**src/rtl/mux2_pkg.sv**
```systemverilog
// ============================================================================
// Module  : mux2_pkg
// Brief   : Shared width, state and select encodings for the mux2 slice.
// Rev     : 1.0  initial release
// ============================================================================
`default_nettype none

package mux2_pkg;

   localparam int DEFAULT_WIDTH = 4;

   typedef enum logic [0:0] {
      ST_EMPTY = 1'b0,
      ST_FULL  = 1'b1
   } state_t;

   // Select values understood by multiplexer2.s
   localparam logic SEL_A = 1'b0;
   localparam logic SEL_B = 1'b1;

   localparam logic [7:0] CNT_MAX = 8'hFF;

   function automatic logic [7:0] sat_inc8(input logic [7:0] val);
      return (val == CNT_MAX) ? val : val + 8'd1;
   endfunction

endpackage

`default_nettype wire

```
**src/rtl/rr_arb2.sv**
```systemverilog
// ============================================================================
// Module  : rr_arb2
// Brief   : Combinational two-way round-robin grant; history kept by parent.
// Rev     : 1.0  initial release
// ============================================================================
`default_nettype none

module rr_arb2 (
   input  logic valid0,
   input  logic valid1,
   input  logic last_grant,
   output logic gnt_valid,
   output logic gnt_idx
);

   always_comb begin
      gnt_valid = valid0 | valid1;
      gnt_idx   = 1'b0;
      if (valid0 && valid1) begin
         // Contention goes to whichever channel lost last time
         gnt_idx = ~last_grant;
      end else if (valid1) begin
         gnt_idx = 1'b1;
      end
   end

endmodule

`default_nettype wire

```
**src/rtl/mux2_arbiter.sv**
```systemverilog
// ============================================================================
// Module  : mux2_arbiter
// Brief   : Round-robin arbiter + operand register feeding multiplexer2.
//           Optional grant counters enabled by MUX2_ARB_STATS_EN.
// Rev     : 1.0  initial release
// ============================================================================
`default_nettype none

module mux2_arbiter
   import mux2_pkg::*;
#(
   parameter int WIDTH = DEFAULT_WIDTH
) (
   input  logic             clk,
   input  logic             rst,
   input  logic             in0_valid,
   input  logic [WIDTH-1:0] in0_data,
   output logic             in0_ready,
   input  logic             in1_valid,
   input  logic [WIDTH-1:0] in1_data,
   output logic             in1_ready,
   output logic [WIDTH-1:0] a,
   output logic [WIDTH-1:0] b,
   output logic             s,
   output logic             out_valid,
   input  logic             out_ready
`ifdef MUX2_ARB_STATS_EN
   ,
   output logic [7:0]       grant_cnt0,
   output logic [7:0]       grant_cnt1
`endif
);

   state_t           r_state;
   state_t           w_state_nxt;
   logic [WIDTH-1:0] r_a;
   logic [WIDTH-1:0] r_b;
   logic             r_s;
   logic             r_last_grant;
   logic             w_load;
   logic             w_gnt_valid;
   logic             w_gnt_idx;
   logic             w_take0;
   logic             w_take1;

   // The holding register can be refilled whenever it is empty or draining
   assign w_load = (r_state == ST_EMPTY) || out_ready;

   rr_arb2 u_rr_arb2 (
      .valid0     (in0_valid),
      .valid1     (in1_valid),
      .last_grant (r_last_grant),
      .gnt_valid  (w_gnt_valid),
      .gnt_idx    (w_gnt_idx)
   );

   assign w_take0   = w_load && w_gnt_valid && (w_gnt_idx == 1'b0);
   assign w_take1   = w_load && w_gnt_valid && (w_gnt_idx == 1'b1);
   assign in0_ready = w_take0;
   assign in1_ready = w_take1;

   always_ff @(posedge clk or posedge rst) begin
      if (rst) begin
         r_state <= ST_EMPTY;
      end else begin
         r_state <= w_state_nxt;
      end
   end

   always_comb begin
      w_state_nxt = r_state;
      if (w_load) begin
         w_state_nxt = w_gnt_valid ? ST_FULL : ST_EMPTY;
      end
   end

   always_comb begin
      out_valid = (r_state == ST_FULL);
   end

   // Only the granted operand moves; the other keeps its last word
   always_ff @(posedge clk or posedge rst) begin
      if (rst) begin
         r_a          <= '0;
         r_b          <= '0;
         r_s          <= SEL_A;
         r_last_grant <= 1'b1;
      end else if (w_take0) begin
         r_a          <= in0_data;
         r_s          <= SEL_A;
         r_last_grant <= 1'b0;
      end else if (w_take1) begin
         r_b          <= in1_data;
         r_s          <= SEL_B;
         r_last_grant <= 1'b1;
      end
   end

   assign a = r_a;
   assign b = r_b;
   assign s = r_s;

`ifdef MUX2_ARB_STATS_EN
   logic [7:0] r_cnt0;
   logic [7:0] r_cnt1;

   always_ff @(posedge clk or posedge rst) begin
      if (rst) begin
         r_cnt0 <= 8'd0;
         r_cnt1 <= 8'd0;
      end else begin
         if (w_take0) r_cnt0 <= sat_inc8(r_cnt0);
         if (w_take1) r_cnt1 <= sat_inc8(r_cnt1);
      end
   end

   assign grant_cnt0 = r_cnt0;
   assign grant_cnt1 = r_cnt1;
`endif

endmodule

`default_nettype wire

```
**config.mk**
```make
export PLATFORM = sky130hd
export DESIGN_NAME = mux2_arbiter
export DESIGN_NICKNAME = d
export VERILOG_FILES = /design/src/rtl/mux2_pkg.sv /design/src/rtl/rr_arb2.sv /design/src/rtl/mux2_arbiter.sv
export SDC_FILE = /design/constraint.sdc
export NUM_CORES = 1
export LEC_CHECK = 0
export ABC_AREA = 1
export ABC_CLOCK_PERIOD_IN_PS = 1300
export CORE_AREA = 5 5 42 44
export DETAILED_ROUTE_END_ITERATION = 7
export DIE_AREA = 0 0 47 49
export DONT_BUFFER_PORTS = 1
export GPL_TIMING_DRIVEN = 1
export PLACE_DENSITY = 0.65
export SLEW_MARGIN = 30
export SYNTH_ARGS = -nofsm -noshare
export SYNTH_HDL_FRONTEND = slang
export SYNTH_SLANG_ARGS = --single-unit
```
**constraint.sdc**
```tcl
create_clock -name clk -period 1.3 [get_ports clk]
set_input_delay 0.195 -clock clk [delete_from_list [all_inputs] [get_ports clk]]
set_output_delay 0.195 -clock clk [all_outputs]
set_load 0.01 [all_outputs]
```
After elaboration in Yosys (flattened, before gate mapping)
Cells that the tools add are included.
- reduce and logical (&&, ||, !) cells: 7
- bitwise gates (word level): 5
- mux-type cells: 5
- operators with widths (cell ; number):
    1-bit two-way mux ; 5
    1-bit logical AND ; 4
    1-bit NOT ; 4
    2-bit AND reduction ; 1
    2-bit nonzero test ; 1
    1-bit logical OR ; 1
    1-bit bitwise OR ; 1
- output and inout bits: 12
- bits of input ports: 13
- register bits: 11
- word-level logic and storage cells: 22

Longest topological paths before layout
- depth in word-level cells: 6
- mapped depth: 6

Cells and area by module
Synthesis repeated with hierarchy kept, for this count alone.
- cell total of the unflattened synthesis: 54
- area, all modules: 498.0 um^2
- by module, submodules not included (module ; cells an instance ; area each (um^2) ; times used):
    mux2_arbiter ; 51 ; 483.0 ; 1
    rr_arb2 ; 3 ; 15.0 ; 1

Worst setup path after synthesis
Ideal clock, no wire load.
- kind: reg2out
- from: reg r_last_grant
- to: out in1_ready
- arrival: 0.871 ns
- stages on the path, launching flop included: 6
- path slack: 0.234 ns
- data required time: 1.105 ns
- cells stage by stage: dfstp_2 -> nand2_1 -> nand2_4 -> inv_4 -> nand2_4 -> inv_1
- word-level cells in the longest chain between the ends: 3
- RTL lines (item ; RTL line ; text):
    start: declaration ; mux2_arbiter.sv:39 ; logic r_last_grant;
    start signal: assignment ; mux2_arbiter.sv:87 ; r_last_grant <= 1'b1;
    start signal: assignment ; mux2_arbiter.sv:91 ; r_last_grant <= 1'b0;
    start signal: assignment ; mux2_arbiter.sv:95 ; r_last_grant <= 1'b1;
    1-bit NOT ; rr_arb2.sv:21 ; gnt_idx = ~last_grant;
    1-bit two-way mux ; rr_arb2.sv:19 ; if (valid0 && valid1) begin
    1-bit logical AND ; mux2_arbiter.sv:58 ; assign w_take1 = w_load && w_gnt_valid && (w_gnt_idx == 1'b1);
    end: declaration ; mux2_arbiter.sv:21 ; output logic in1_ready,
Every way passes these cells.

Final worst setup path
- from: reg r_last_grant
- to: out in0_ready
- word-level cells in the longest chain between the ends: 4
- RTL lines (item ; RTL line ; text):
    1-bit NOT ; rr_arb2.sv:21 ;
    1-bit two-way mux ; rr_arb2.sv:19 ;
    1-bit NOT ; mux2_arbiter.sv:57 ; assign w_take0 = w_load && w_gnt_valid && (w_gnt_idx == 1'b0);
    1-bit logical AND ; mux2_arbiter.sv:57 ;
    end: declaration ; mux2_arbiter.sv:18 ; output logic in0_ready,
Every way passes these cells.

==> summary by stage <==
Status
The run finished, with violations left. The final reports fail on setup timing.

Die
The total area inside the core boundary comes to about 1400 um2. The die is 47 um wide. The floorplan step defined a die boundary enclosing ~2300 um2. The die is around 49 um tall. For this design the top-level I/O count stands at 25. For this configuration, the core starts out at a cell density of a little under two fifths. The floorplan has 14 rows.

Final layout
The final non-filler cell total is 85. The number of antenna diodes in the final layout is 0. In the final layout, flip-flops and latches occupy about 280 um2.

The area growth from synthesis to final layout is 23.7%. The final-stage net count is 83. Of the cells placed in the final design, the portion with a size suffix greater than 1 is between 30% and 40%.

The multi-input combinational cells in the finished layout cover a total of between 200 and 250 um2. The count of fill cells added during filler insertion is 146.

Placement
Prior to clock tree synthesis, the placed netlist has a worst setup slack of ~170 ps. The HPWL reported at the end of detailed placement is 771 um. The cell count after placement is 70. The count of input and output buffers is 0.

The routability congestion estimate is roughly 0.66.

Route
In the routed layout, each cell is associated on average with a via count of 4.95. The residual DRC count is 0. The mean routed wirelength per cell is roughly 13 um.

Summed over all layers, the routed wires come to ~1.1 mm. In this run the remaining antenna-violating nets after routing total 0. The count of TritonRoute iterations in the first routing pass is 4. The via count of the routed design is ~420. For this block, the initial DRC count from the detailed router was 10.

STA
Setup repair after global routing could not meet its margin everywhere. For the pin with the worst max-slew slack, the measured transition is approximately 430 ps. The highest attainable clock frequency is around 760 MHz.

Measured against its own limit, the worst slew margin works out to a little under three quarters. The time the final worst path needs with I/O delays and setup is between 1000 and 1500 ps. The number of pins with negative max-slew slack in the final report came to 0. The clock arrives with just under 9 ps of skew. The final hold violation count is 0. The final worst-path setup slack is -8.91 ps. Setup violations remaining at the end of the flow were counted as 1. The final clock period utilization by the worst path is 101%.

Synth
Synthesis produced a netlist whose cell count is between 50 and 60. The count of unique library cells instantiated by Yosys is 11. Of the synthesized area, sequential elements account for 53.4%. The cell area after synthesis is slightly above 500 um2. Counting flops and latches in the post-synthesis netlist gives 11. The post-synth net total is 68.

The count of warnings emitted by yosys is 0. A synthesized cell averages 9.42 um2.

Critical path
The endpoint of the worst register-to-register path is a[3]$_DFFE_PP0P_. Setup slack on the worst reg-to-reg path comes out at ~50 ps. The slowest cell on the critical path is dfstp_2. STA classifies the critical path endpoint as a primary output. The maximum fanout along the worst path is 3. For this run, the slowest stage of the critical path takes about 550 ps. The classification of the worst setup path is reg -> out. The startpoint type of the worst setup path is a flip-flop.

The startpoint of the most critical register-to-register path is r_last_grant$_DFFE_PP1P_. The critical path goes through nand2_2 > nand2_4 > nand3_4 > inv_2. Data on the critical path arrives at its endpoint at around 1100 ps.

At the worst endpoint, the required time is about 1100 ps. The number of cell instances on the worst register-to-register path is 7.

Pwr
IR analysis of the VDD net gives a maximum drop of 876 uV. The leakage power of the design is 0.358 nW. Summing internal, switching and leakage power gives ~910 uW. The cell area power density is 1410 nW/um2.

Global route
The largest net degree at the start of global routing is 13. The total congestion overflow after global routing is 0. The number of antenna violations at the first check in global routing is 0. The first global-routing pass estimated between 1.5 and 2 mm of wire. The via count of the first global-routing pass is 386. Global routing consumed, over all layers together, 10.6% of the routing resources.

Worst hold path
The worst hold path begins at in1_data[2]. The hold path endpoint is b[2]$_DFFE_PP0P_. Along the worst hold path, the cell count comes to 2. The worst min-delay path category is in -> reg.

CTS
In this run the deepest clock path goes through 2 buffers. The clock transition time at the flip-flop clock pins of the worst setup and hold paths is approximately 70 ps. At the later pin of the worst-skew pair, clock insertion delay measures approximately 270 ps. The clock buffer count from CTS is 3. In this run the number of H-tree levels came out at 1. The TritonCTS sink count is 11. The clock tree from TritonCTS is yes. The tree is rooted in a clkbuf_4.

Run
Max-cap violations in this run came to 0.
[worst max-delay path by stage]
stage / start / to / slack (ps) / cells past startpoint
final: r_last_grant$_DFFE_PP1P_ / in0_ready / -9 / 4
after CTS: r_last_grant$_DFFE_PP1P_ / in0_ready / -20 / 4
after global routing: r_last_grant$_DFFE_PP1P_ / in0_ready / -30 / 4
after floorplan: r_last_grant$_DFFE_PP1P_ / in1_ready / 230 / 5
after detailed placement: r_last_grant$_DFFE_PP1P_ / in1_ready / 170 / 5
after global placement: r_last_grant$_DFFE_PP1P_ / in1_ready / 190 / 5
[routing by layer]
| metal | track usage, % | vias to the layer above | part of all wire (%) | routed length, um |
|---|---|---|---|---|
| li1 | - | 201 | - | - |
| met1 | 14.6 | 195 | 41 | 460 |
| met2 | 14.0 | 21 | 47 | 530 |
| met3 | 4.06 | 4 | 10 | 117 |
| met4 | 5.53 | 0 | 1.2 | 14 |
| met5 | 0 | - | 0 | 0 |
[final cells by class]
type / count / area share, %
clock buffer: 4 / 4.10
inverter: 7 / 4.49
multi-input combinational: 36 / 31.8
sequential: 11 / 43.2
tap: 16 / 3.13
timing repair buffer: 11 / 13.3
[metrics by stage]
stage,cell area [um2],hold WS (ps),utilization [%],setup TNS (ps)
3_3_place_gp,527,98.0,37.6,0
5_1_grt,641,65.4,45.7,-61.3
2_1_floorplan,518,46.7,-,0
3_5_place_dp,527,106,37.6,0
4_1_cts,603,55.0,43.0,-31.6
6_report,641,59.3,45.7,-8.91
[placed cells by master (no fill, tap or decap)]
cell	synthesis	routed
nand2_1	22	21
dfrtp_1	10	10
buf_4	0	10
nand2_4	5	5
nand4_1	4	4
nand3_1	4	4
inv_1	5	3
inv_2	1	3
clkbuf_4	0	3
nand2_2	0	1
nand3_4	1	1
inv_4	1	1
clkbuf_1	0	1
dlygate4sd3_1	0	1
dfstp_2	1	1
[worst max-delay path, delay by kind of cell (launching register included)]
family	cells	cell delay, ps
AND/OR/NAND/NOR	3	220
buffers and inverters	1	70
flip-flops	1	550
[what timing repair did]
item                                    in CTS  in global routing
setup buffers                                5                  5
hold buffers                                 1                  0
endpoints found under the setup margin       2                  4
endpoints found under the hold margin       10                  0
gates resized for setup                      3                  0
pin swaps                                    1                  2
[sequential cells by signal, summed over array words and instances (netlist names)]
name          flops
a                 4
b                 4
out_valid         1
r_last_grant      1
s                 1
[report_power, final]
part           leakage [nW]  internal (mW)  switching (mW)
Sequential            0.132          0.411          0.0749
Clock                0.0150          0.119           0.113
Combinational         0.211         0.0862           0.102
Total                 0.358          0.616           0.290
[synthesized netlist by cell type]
library cell	count	area (um2)
nand2_1	22	82.6
dfrtp_1	10	250
inv_1	5	18.8
nand2_4	5	56.3
nand3_1	4	20.0
nand4_1	4	25.0
buf_6	1	11.3
dfstp_2	1	26.3
inv_2	1	3.75
inv_4	1	6.26
nand3_4	1	17.5
[logic make-up (layout without fill, tap and decap cells)]
kind of cell | after synthesis | after routing | share of synthesized area [%]
AND/OR/NAND/NOR | 36 | 36 | 38.9
flip-flops | 11 | 11 | 53.4
buffers and inverters | 8 | 22 | 7.73
Power figures use the tool's default switching activity.
